## src/rtl/ocp_arb2_if.sv

```systemverilog
// One OCP point-to-point link. The "master" side issues commands and
// receives responses; the "slave" side accepts commands and returns data.
interface ocp_if #(
    parameter int ADDR_WIDTH = 32,
    parameter int DATA_WIDTH = 32,
    parameter int BEN_WIDTH  = 4
);
    logic [ADDR_WIDTH-1:0] maddr;
    logic [2:0]            mcmd;
    logic [DATA_WIDTH-1:0] mdata;
    logic [BEN_WIDTH-1:0]  mbyteen;
    logic                  scmdaccept;
    logic [DATA_WIDTH-1:0] sdata;
    logic [1:0]            sresp;

    modport master (
        output maddr, mcmd, mdata, mbyteen,
        input  scmdaccept, sdata, sresp
    );

    modport slave (
        input  maddr, mcmd, mdata, mbyteen,
        output scmdaccept, sdata, sresp
    );
endinterface

```

## src/rtl/ocp_arb2.sv

```systemverilog
// Two-master OCP arbiter sharing one slave, one outstanding transaction at a
// time, round-robin grant and a response-wait timeout that returns ERR.
module ocp_arb2 #(
    parameter int TIMEOUT    = 16,
    parameter int ADDR_WIDTH = 32,
    parameter int DATA_WIDTH = 32,
    parameter int BEN_WIDTH  = 4
) (
    input  logic   clk,
    input  logic   rst,
    ocp_if.slave   m0,
    ocp_if.slave   m1,
    ocp_if.master  mem
);
    localparam logic [2:0] CMD_IDLE  = 3'd0;
    localparam logic [2:0] CMD_WRITE = 3'd1;
    localparam logic [2:0] CMD_READ  = 3'd2;
    localparam logic [1:0] RESP_NULL = 2'd0;
    localparam logic [1:0] RESP_ERR  = 2'd3;

    localparam logic [0:0] S_IDLE = 1'b0;
    localparam logic [0:0] S_WAIT = 1'b1;

    localparam logic [7:0] CNT_LAST = 8'(TIMEOUT - 1);

    logic [0:0] state;
    logic       own;
    logic       pri;
    logic [7:0] cnt;

    logic req0, req1, any_req, gnt;
    logic resp_hit, tmo_hit, done;

    assign req0    = (m0.mcmd == CMD_WRITE) || (m0.mcmd == CMD_READ);
    assign req1    = (m1.mcmd == CMD_WRITE) || (m1.mcmd == CMD_READ);
    assign any_req = req0 || req1;
    assign gnt     = (req0 && req1) ? pri : req1;

    assign resp_hit = (state == S_WAIT) && (mem.sresp != RESP_NULL);
    assign tmo_hit  = (state == S_WAIT) && (mem.sresp == RESP_NULL) && (cnt == CNT_LAST);
    assign done     = resp_hit || tmo_hit;

    always_comb begin
        mem.maddr     = '0;
        mem.mcmd      = CMD_IDLE;
        mem.mdata     = '0;
        mem.mbyteen   = '0;
        m0.scmdaccept = 1'b0;
        m1.scmdaccept = 1'b0;
        m0.sresp      = RESP_NULL;
        m0.sdata      = '0;
        m1.sresp      = RESP_NULL;
        m1.sdata      = '0;
        if (!rst) begin
            if (state == S_IDLE) begin
                if (any_req) begin
                    if (gnt) begin
                        mem.maddr     = m1.maddr;
                        mem.mcmd      = m1.mcmd;
                        mem.mdata     = m1.mdata;
                        mem.mbyteen   = m1.mbyteen;
                        m1.scmdaccept = mem.scmdaccept;
                    end else begin
                        mem.maddr     = m0.maddr;
                        mem.mcmd      = m0.mcmd;
                        mem.mdata     = m0.mdata;
                        mem.mbyteen   = m0.mbyteen;
                        m0.scmdaccept = mem.scmdaccept;
                    end
                end
            end else if (done) begin
                // A timeout reports ERR with zero data; a real response is passed through.
                if (own) begin
                    m1.sresp = resp_hit ? mem.sresp : RESP_ERR;
                    m1.sdata = resp_hit ? mem.sdata : '0;
                end else begin
                    m0.sresp = resp_hit ? mem.sresp : RESP_ERR;
                    m0.sdata = resp_hit ? mem.sdata : '0;
                end
            end
        end
    end

    always_ff @(posedge clk) begin
        if (rst) begin
            state <= S_IDLE;
            own   <= 1'b0;
            pri   <= 1'b0;
            cnt   <= '0;
        end else if (state == S_IDLE) begin
            if (any_req && mem.scmdaccept) begin
                state <= S_WAIT;
                own   <= gnt;
                cnt   <= '0;
            end
        end else if (done) begin
            state <= S_IDLE;
            pri   <= ~own;
        end else begin
            cnt <= cnt + 8'd1;
        end
    end
endmodule

```

## src/flat_wrapper.sv

```systemverilog
// flat-port wrapper written by rule: the top's interface ports become plain ports
module ocp_arb2_flat 
#(
    parameter int TIMEOUT    = 16,
    parameter int ADDR_WIDTH = 32,
    parameter int DATA_WIDTH = 32,
    parameter int BEN_WIDTH  = 4
)
  (clk, rst, m0_maddr, m0_mcmd, m0_mdata, m0_mbyteen, m0_scmdaccept, m0_sdata, m0_sresp, m1_maddr, m1_mcmd, m1_mdata, m1_mbyteen, m1_scmdaccept, m1_sdata, m1_sresp, mem_maddr, mem_mcmd, mem_mdata, mem_mbyteen, mem_scmdaccept, mem_sdata, mem_sresp);
  ocp_if #(.ADDR_WIDTH(ADDR_WIDTH), .DATA_WIDTH(DATA_WIDTH), .BEN_WIDTH(BEN_WIDTH)) m0_i ();
  ocp_if #(.ADDR_WIDTH(ADDR_WIDTH), .DATA_WIDTH(DATA_WIDTH), .BEN_WIDTH(BEN_WIDTH)) m1_i ();
  ocp_if #(.ADDR_WIDTH(ADDR_WIDTH), .DATA_WIDTH(DATA_WIDTH), .BEN_WIDTH(BEN_WIDTH)) mem_i ();
  input  logic clk;
  input  logic rst;
  input wire logic [$bits(m0_i.maddr)-1:0] m0_maddr;
  input wire logic [$bits(m0_i.mcmd)-1:0] m0_mcmd;
  input wire logic [$bits(m0_i.mdata)-1:0] m0_mdata;
  input wire logic [$bits(m0_i.mbyteen)-1:0] m0_mbyteen;
  output wire logic [$bits(m0_i.scmdaccept)-1:0] m0_scmdaccept;
  output wire logic [$bits(m0_i.sdata)-1:0] m0_sdata;
  output wire logic [$bits(m0_i.sresp)-1:0] m0_sresp;
  input wire logic [$bits(m1_i.maddr)-1:0] m1_maddr;
  input wire logic [$bits(m1_i.mcmd)-1:0] m1_mcmd;
  input wire logic [$bits(m1_i.mdata)-1:0] m1_mdata;
  input wire logic [$bits(m1_i.mbyteen)-1:0] m1_mbyteen;
  output wire logic [$bits(m1_i.scmdaccept)-1:0] m1_scmdaccept;
  output wire logic [$bits(m1_i.sdata)-1:0] m1_sdata;
  output wire logic [$bits(m1_i.sresp)-1:0] m1_sresp;
  output wire logic [$bits(mem_i.maddr)-1:0] mem_maddr;
  output wire logic [$bits(mem_i.mcmd)-1:0] mem_mcmd;
  output wire logic [$bits(mem_i.mdata)-1:0] mem_mdata;
  output wire logic [$bits(mem_i.mbyteen)-1:0] mem_mbyteen;
  input wire logic [$bits(mem_i.scmdaccept)-1:0] mem_scmdaccept;
  input wire logic [$bits(mem_i.sdata)-1:0] mem_sdata;
  input wire logic [$bits(mem_i.sresp)-1:0] mem_sresp;
  assign m0_i.maddr = m0_maddr;
  assign m0_i.mcmd = m0_mcmd;
  assign m0_i.mdata = m0_mdata;
  assign m0_i.mbyteen = m0_mbyteen;
  assign m0_scmdaccept = m0_i.scmdaccept;
  assign m0_sdata = m0_i.sdata;
  assign m0_sresp = m0_i.sresp;
  assign m1_i.maddr = m1_maddr;
  assign m1_i.mcmd = m1_mcmd;
  assign m1_i.mdata = m1_mdata;
  assign m1_i.mbyteen = m1_mbyteen;
  assign m1_scmdaccept = m1_i.scmdaccept;
  assign m1_sdata = m1_i.sdata;
  assign m1_sresp = m1_i.sresp;
  assign mem_maddr = mem_i.maddr;
  assign mem_mcmd = mem_i.mcmd;
  assign mem_mdata = mem_i.mdata;
  assign mem_mbyteen = mem_i.mbyteen;
  assign mem_i.scmdaccept = mem_scmdaccept;
  assign mem_i.sdata = mem_sdata;
  assign mem_i.sresp = mem_sresp;
  ocp_arb2 #(.TIMEOUT(TIMEOUT), .ADDR_WIDTH(ADDR_WIDTH), .DATA_WIDTH(DATA_WIDTH), .BEN_WIDTH(BEN_WIDTH)) u_core (.clk(clk), .rst(rst), .m0(m0_i), .m1(m1_i), .mem(mem_i));
endmodule
```

## config.mk

```make
export PLATFORM = sky130hd
export DESIGN_NAME = ocp_arb2_flat
export DESIGN_NICKNAME = d
export VERILOG_FILES = /design/src/rtl/ocp_arb2_if.sv /design/src/rtl/ocp_arb2.sv /design/src/flat_wrapper.sv
export SDC_FILE = /design/constraint.sdc
export NUM_CORES = 1
export LEC_CHECK = 0
export CORE_AREA = 3 3 123 125
export CTS_BUF_LIST = sky130_fd_sc_hd__clkbuf_4 sky130_fd_sc_hd__clkbuf_8 sky130_fd_sc_hd__clkbuf_16
export DETAILED_ROUTE_END_ITERATION = 16
export DIE_AREA = 0 0 126 128
export PLACE_DENSITY_LB_ADDON = 0.25
export SYNTH_ARGS = -nofsm -noshare
export SYNTH_HDL_FRONTEND = slang
export SYNTH_SLANG_ARGS = --single-unit
```

## constraint.sdc

```tcl
create_clock -name clk -period 1.84 [get_ports clk]
set_input_delay 0.276 -clock clk [delete_from_list [all_inputs] [get_ports clk]]
set_output_delay 0.276 -clock clk [all_outputs]
set_load 0.05 [all_outputs]
```

======== Word level (Yosys, flattened, before mapping) ========
Index checks and enable logic that the tools add are counted.
word-level totals
  word-level logic and storage cells ...... 77
  output and inout port bits .............. 141
  register bits ........................... 11
  bits of input ports ..................... 179
cells by class
  bitwise logic cells ..................... 2
  reductions and logical operators ........ 15
  add/sub/neg operators ................... 1
  equal/unequal tests ..................... 6
  mux-type cells .......................... 49
operators by type and width
  operator               number
  $mux W32               17
  $mux W8                3
  $mux W2                9
  $mux W4                4
  $mux W1                12
  $mux W3                4
  $add A8 B1 Y8 const B  1
  $eq A8 B4 Y1 const B   1
  $eq A3 B1 Y1 const B   2
  $eq A3 B2 Y1 const B   2
  $reduce_and A2 Y1      3
  $logic_and A1 B1 Y1    5
  $logic_or A1 B1 Y1     4
  $reduce_bool A2 Y1     2
  $logic_not A2 Y1       1
  $ne A2 B2 Y1 const B   1
  $not A1 Y1             2

======== Longest topological paths before layout ========
Gate-level depths: netlist (run 1).
  depth after elaboration ................. 8
  depth in mapped cells ................... 6
  depth with buffers taken out ............ 5

======== Worst setup path after synthesis (run 1) ========
No wires, ideal clock.
  path kind ............................... in2out
  start point ............................. in m1_mcmd[1]
  end point ............................... out m0_scmdaccept
  required time ........................... 1564 ps
  arrival ................................. 2226 ps
  stages .................................. 3
  path buffers ............................ 0
  path slack .............................. -662 ps
  cell sequence ........................... xnor2_1 -> a211oi_2 -> nor4_1
between the ends
  word-level cells in the longest chain between the ends .. 8
  elaborated cells between the ends (all ways) .. 10
  classes of those cells .................. 2 x eq/ne; 5 x mux; 3 x reduce/logical
RTL lines
  item                                          RTL line            text
  start: declaration                            flat_wrapper.sv:23  input wire logic [$bits(m1_i.mcmd)-1:0] m1_mcmd;
  $eq A3 B1 Y1 or $eq A3 B2 Y1 (tied branches)  ocp_arb2.sv:35      assign req1 = (m1.mcmd == CMD_WRITE) || (m1.mcmd == CMD_READ);
  $logic_or A1 B1 Y1 *                          ocp_arb2.sv:35
  $logic_and A1 B1 Y1                           ocp_arb2.sv:37      assign gnt = (req0 && req1) ? pri : req1;
  $mux W1                                       ocp_arb2.sv:37
  $mux W1                                       ocp_arb2.sv:57      if (gnt) begin
  $mux W1 *                                     ocp_arb2.sv:56      if (any_req) begin
  $mux W1 *                                     ocp_arb2.sv:55      if (state == S_IDLE) begin
  $mux W1 *                                     ocp_arb2.sv:54      if (!rst) begin
  end: declaration                              flat_wrapper.sv:19  output wire logic [$bits(m0_i.scmdaccept)-1:0] m0_scmdaccept;
Mark *: on every way between the ends. The rest lies on a longest branch, timed or not.

======== Worst setup path in the final report (run 1) ========
  start point ............................. in m0_mcmd[0]
  end point ............................... out mem_maddr[6]
between the ends
  word-level cells in the longest chain between the ends .. 8
  elaborated cells between the ends (all ways) .. 10
  classes of those cells .................. 2 x eq/ne; 5 x mux; 3 x reduce/logical
RTL lines
  item                                          RTL line            text
  start: declaration                            flat_wrapper.sv:16  input wire logic [$bits(m0_i.mcmd)-1:0] m0_mcmd;
  $eq A3 B1 Y1 or $eq A3 B2 Y1 (tied branches)  ocp_arb2.sv:34      assign req0 = (m0.mcmd == CMD_WRITE) || (m0.mcmd == CMD_READ);
  $logic_or A1 B1 Y1 *                          ocp_arb2.sv:34
  $logic_and A1 B1 Y1                           ocp_arb2.sv:37
  $mux W1                                       ocp_arb2.sv:37
  $mux W32                                      ocp_arb2.sv:57
  $mux W32 *                                    ocp_arb2.sv:56
  $mux W32 *                                    ocp_arb2.sv:55
  $mux W32 *                                    ocp_arb2.sv:54
  end: declaration                              flat_wrapper.sv:29  output wire logic [$bits(mem_i.maddr)-1:0] mem_maddr;
Marked as above.

==> results_dict.tcl, run 1 <==
set metrics [dict create \
    hold_path_class "reg2reg" \
    dp_hpwl_mm 11.9 \
    hold_viol 0 \
    finClkSkew_ns 0.00632 \
    yosys_warnings 0 \
    ir_drop_mv 0.184 \
    final_max_slew_viol_count 0 \
    power_frac_comb 0.762 \
    port_buffers 318 \
    seq_area_frac_synth 0.105 \
    startpoint_type "input port" \
    avgSynthCellArea_sq_um 5.36 \
    drive_gt1_frac 0.488 \
    cp-end-kind "output pin" \
    cts_buffers 3 \
    nets 911 \
    clk_latency_ns 0.24 \
    grt-ovfl-total 0 \
    track_usage 0.175 \
    slowest_delay_ns 0.50 \
    cts_buffer_depth 2 \
    dieArea_sq_mm 0.0161 \
    netlist.area_leader.share 0.259 \
    top_usage_layer "met2" \
    drc_errors 0 \
    finalCritPeriodShare 1.13 \
    crit_arrival_ns 1.81 \
    synth_fp_nets 572 \
    yosysMostFrequentCell "nand2_1" \
    grtUsageMet2 0.356 \
    vias_per_cell 4.52 \
    antenna_found_initial 0 \
    async_reset_ff_frac 0 \
    antenna_left 0 \
    cts_tree "yes" \
    critPathKind "in2out" \
    grt_pass1_wl_mm 22.9 \
    p_clk_frac 0.149 \
    gp_congestion 0.851 \
    p_int_mw 1.61 \
    synth_seq_cells 11 \
    synth_edf_count 0 \
    area_growth_pct 304 \
    num_rows 43 \
    path_clk_slew_ns 0.04 \
    synth_common_cells "145 x nand2_1, 79 x a21oi_1, 64 x and2_1" \
    drt_wl_total_mm 15.5 \
    rsz0062_at_grt "yes" \
    grt_max_degree 41 \
    finalCriticalPeriod_ns 2.08 \
    use_met1 0.166 \
    first_global_vias 4416 \
    crit_slowest_cell "or3_4" \
    dp_cells 886 \
    syn_area_sq_mm 0.00210 \
    dr.first_iter.drc_count 108 \
    diodes 0 \
    cpMostUsedCell "buf_12" \
    worst_slack_ns -0.242 \
    synth_top_area_cell "nand2_1" \
    netSwitchingPower_mw 1.17 \
    detailed_place.area_sq_mm 0.00764 \
    dr.pass1.iters 4 \
    cts_sinks 11 \
    place_ws_ns -0.683 \
    htree_num_levels 1 \
    syn_inst 392 \
    synth.distinct_cells 36 \
    required_ns 1.56 \
    path_max_fanout 20 \
    coreArea_sq_mm 0.0140 \
    outcome "finished with violations" \
    ios 320 \
    path_buf_inv 3 \
    cts-root-buf "clkbuf_16" \
    p_leak_nw 3.20 \
    dieHeight_um 128 \
    failed_checks "negative setup slack" \
    die_x_um 126 \
    max_freq_mhz 480 \
    setup_viol 75 \
    vias 4116 \
    maxCapViolations 0 \
    final_cells 910 \
    use_met3 0.0525 \
    pwr-share-seq 0.090 \
    critPathTopFamily "simple AND/OR/NAND/NOR gates" \
    setup_tns_ns -14.23 \
    switching_share 0.420 \
    ys.flop_type "dfxtp_1" \
    crit_chain "buf_12 -> xnor2_4 -> o22a_1 -> or3_4 -> buf_12 -> a21oi_2 -> buf_12" \
    final_area_sq_mm 0.00850 \
    power_density_mw_per_mm2 328 \
    synth.area.top_cells "nand2_1 26%, and2_1 19%, a21oi_1 19%" \
    initial_core_util 0.150 \
    utilization 0.608 \
    wl_per_cell_um 17.1 \
]
## timing repair
action,4_1_cts,5_1_grt
resized for setup,101,45
setup buffers,12,4
gates cloned,8,1
pin swaps,21,10
hold buffers,0,0
endpoints found under the setup margin,140,131
## worst reg2reg max path: stages, from the launching register on
cell,delay (ns)
dfxtp_2,0.33
or4_4,0.56
buf_6,0.16
o211a_4,0.24
a211oi_4,0.16
buf_6,0.15
mux2_4,0.14
## state kept, by name (all words and copies together), names as in the netlist
signal        flops
u_core.pri        1
u_core.own        1
u_core.state      1
u_core.cnt        8
## worst paths after layout
kind	startpoint	end	slack, ns	cells after the start
min	u_core.cnt[7]	u_core.cnt[7]	0.49	1
min reg2reg	u_core.cnt[7]	u_core.cnt[7]	0.49	1
max	m0_mcmd[0]	mem_maddr[6]	-0.24	7
max reg2reg	u_core.cnt[7]	u_core.cnt[0]	0.05	6
## per-stage QoR
stage	hold WS [ns]	power, mW
5_1_grt	0.501	2.90
2_1_floorplan	0.460	1.12
3_5_place_dp	0.496	2.14
3_3_place_gp	0.467	2.12
4_1_cts	0.495	2.75
6_report	0.495	2.79
## per-layer routing
layer  vias to the layer above  wire length, um
met1                      1887             4980
met3                        30             1340
li1                       1970                -
met5                         -                0
met2                       229             8730
met4                         0              494
## power groups by stage
| stage | Sequential, mW | Combinational [mW] | Clock [mW] |
|---|---|---|---|
| floorplan | 0.250 | 0.873 | 0 |
| global placement | 0.252 | 1.87 | 0 |
| detailed placement | 0.252 | 1.89 | 0 |
| CTS | 0.249 | 2.08 | 0.418 |
| global route | 0.250 | 2.22 | 0.429 |
| finish | 0.249 | 2.12 | 0.414 |
## layout by cell type, fill, tap and decap left out, types with 2 or more instances in the layout
master / instances
clkdlybuf4s50_1: 169
buf_12: 150
nand2_1: 128
a21oi_4: 58
and2_2: 30
and2_1: 29
buf_4: 22
nand2_2: 17
buf_6: 14
a21oi_2: 12
a21oi_1: 9
nor2_4: 6
dfxtp_1: 6
nor3_4: 5
and2_4: 5
a21o_1: 5
nand2b_1: 4
clkbuf_16: 4
dfxtp_2: 4
or2_2: 3
nand3_1: 3
o21ai_0: 3
buf_16: 3
dlygate4sd2_1: 3
nor2_2: 2
xnor2_4: 2
a211oi_4: 2
or3_1: 2
nor2_1: 2
## cell families (layout without fill, tap and decap cells)
family,after synthesis,after routing,synth area share
adder cells (fa/ha/maj),1,1,0.00595
AND/OR/NAND/NOR,244,244,0.539
XOR/XNOR,3,3,0.0125
AO/OA/AOI/OAI,98,98,0.267
flip-flops,11,11,0.105
other,1,1,0.00178
buffers and inverters,33,371,0.0643
multiplexers,1,1,0.00536
## layout make-up
class / instances / area [sq um]
Sequential cell: 11 / 229
Fill cell: 1126 / 5490
Inverter: 1 / 3.75
Clock buffer: 4 / 82.6
Multi-Input combinational cell: 348 / 2750
Tap cell: 180 / 225
Timing Repair Buffer: 366 / 5210
Power figures use the tool's default switching activity.
==> run 2, diff against run 1 <==
--- a/config.mk
+++ b/config.mk
@@ -6,7 +6,7 @@
 export NUM_CORES = 1
 export LEC_CHECK = 0
 export CORE_AREA = 3 3 123 125
-export CTS_BUF_LIST = sky130_fd_sc_hd__clkbuf_4 sky130_fd_sc_hd__clkbuf_8 sky130_fd_sc_hd__clkbuf_16
+export CTS_BUF_LIST = sky130_fd_sc_hd__clkbuf_8
 export DETAILED_ROUTE_END_ITERATION = 16
 export DIE_AREA = 0 0 126 128
 export PLACE_DENSITY_LB_ADDON = 0.25
==> results_dict.tcl, run 2 (same netlist as run 1, synthesis figures left out) <==
set metrics [dict create \
    outcome "finished with violations" \
    failed_checks "negative setup slack" \
    critPathTopFamily "simple AND/OR/NAND/NOR gates" \
    crit_slowest_cell "or3_4" \
    finalCritPeriodShare 1.13 \
    crit_arrival_ns 1.80 \
    hold_viol 0 \
    vias_per_cell 4.51 \
    path_buf_inv 3 \
    final_common_cell "clkdlybuf4s50_1" \
    dr.first_iter.drc_count 81 \
    max_freq_mhz 481 \
    htree_num_levels 1 \
    first_global_vias 4411 \
    regMostFlops "u_core.cnt" \
    area_growth_pct 307 \
    path_max_fanout 20 \
    num_rows 43 \
    nets 914 \
    finalCriticalPeriod_ns 2.08 \
    startpoint_type "input port" \
    p_leak_nw 3.26 \
    dieHeight_um 128 \
    cts-root-buf "clkbuf_8" \
    port_buffers 318 \
    wl_per_cell_um 17.0 \
    final_cells 913 \
    grt_pass1_wl_mm 22.8 \
    slowest_delay_ns 0.50 \
    p_total_mw 2.63 \
    cp-end-kind "output pin" \
    largest_reg_flops 8 \
    drc_errors 0 \
    diodes 0 \
    worst_slack_ns -0.239 \
    cpMostUsedCell "buf_12" \
    maxCapViolations 0 \
    ir_drop_mv 0.178 \
    crit_chain "buf_12 -> xnor2_4 -> o22a_1 -> or3_4 -> buf_12 -> a21oi_2 -> buf_12" \
    final_max_slew_viol_count 0 \
    layout_common_cells "169 x clkdlybuf4s50_1, 150 x buf_12, 123 x nand2_1, 58 x a21oi_4, 29 x and2_1" \
    rsz0062_at_grt "yes" \
    holdBufCountCts 0 \
    antenna_found_initial 0 \
    vias 4119 \
    reg2reg_slack_ns -0.01 \
    finClkSkew_ns 0.00569 \
    antenna_left 0 \
    critPathKind "in2out" \
    cts_sinks 11 \
    ios 320 \
    initial_core_util 0.150 \
    grt_max_degree 41 \
    dp_cells 886 \
    required_ns 1.56 \
    track_usage 0.174 \
    die_x_um 126 \
    coreArea_sq_mm 0.0140 \
    path_clk_slew_ns 0.05 \
    power_density_mw_per_mm2 308 \
    dieArea_sq_mm 0.0161 \
    cts_tree "yes" \
    dr.pass1.iters 4 \
    grt-ovfl-total 0 \
    clk_latency_ns 0.24 \
    hold_path_class "reg2reg" \
    drt_wl_total_mm 15.5 \
    cts_buffers 3 \
    setup_viol 77 \
    drive_gt1_frac 0.494 \
    gp_congestion 0.851 \
    cts_buffer_depth 2 \
    place_ws_ns -0.683 \
    dp_hpwl_mm 11.9 \
]
[run 2: cell count changes in the layout (fill, tap and decap cells not counted), sizes merged]
cell	delta
buf	+2
clkdlybuf4s15	-1
dlygate4sd2	+1
inv	+1
[run 2: area by class of cell]
| cell class | count | area (sq um) |
|---|---|---|
| fillers | 1115 | 5440 |
| flip-flops and latches | 11 | 229 |
| clock buffers | 3 | 41.3 |
| well taps | 180 | 225 |
| multi-input cells | 348 | 2800 |
| inverters | 1 | 3.75 |
| repair buffers | 369 | 5250 |
| clock inverters | 1 | 3.75 |
[run 2: routing by layer]
layer / wire, um / up-vias / GRT usage
met5: 0 / - / 0
met4: 466 / 0 / 0.0511
met3: 1340 / 31 / 0.0513
met2: 8760 / 220 / 0.357
met1: 4930 / 1898 / 0.165
li1: - / 1970 / -
[run 2: worst paths after layout]
kind                                     from             to  depth (start not counted)
worst max-delay path               m0_mcmd[0]   mem_maddr[6]                          7
worst min-delay path            u_core.cnt[7]  u_core.cnt[7]                          1
worst max register to register  u_core.cnt[4]  u_core.cnt[0]                          5
worst min register to register  u_core.cnt[7]  u_core.cnt[7]                          1
[run 2: report_power, final]
part | leakage (nW) | switching (mW) | internal (mW)
registers | 0.0915 | 0.00640 | 0.243
clock network | 0.0269 | 0.0941 | 0.147
logic | 3.15 | 1.07 | 1.07
[run 2: metrics by stage]
stage / utilization / TNS [ns] / cell area [sq um] / hold slack, ns
floorplan: - / -11.72 / 2730 / 0.460
global placement: 0.546 / -56.26 / 7640 / 0.467
detailed placement: 0.546 / -57.30 / 7640 / 0.496
CTS: 0.591 / -13.62 / 8260 / 0.508
global route: 0.611 / -18.59 / 8550 / 0.487
finish: 0.611 / -14.69 / 8550 / 0.479
[run 2: worst reg2reg max path, stage by stage (launching register included)]
cell	delay [ns]
dfxtp_2	0.32
or4_4	0.58
buf_6	0.15
o211a_4	0.24
a211oi_4	0.32
mux2_1	0.20
[run 2: timing repair]
action / 4_1_cts / 5_1_grt
pin swaps: 21 / 19
setup buffers: 12 / 5
resized for setup: 98 / 59
endpoints found under the setup margin: 140 / 132
cloned: 8 / 2
hold endpoints to repair: 0 / 0
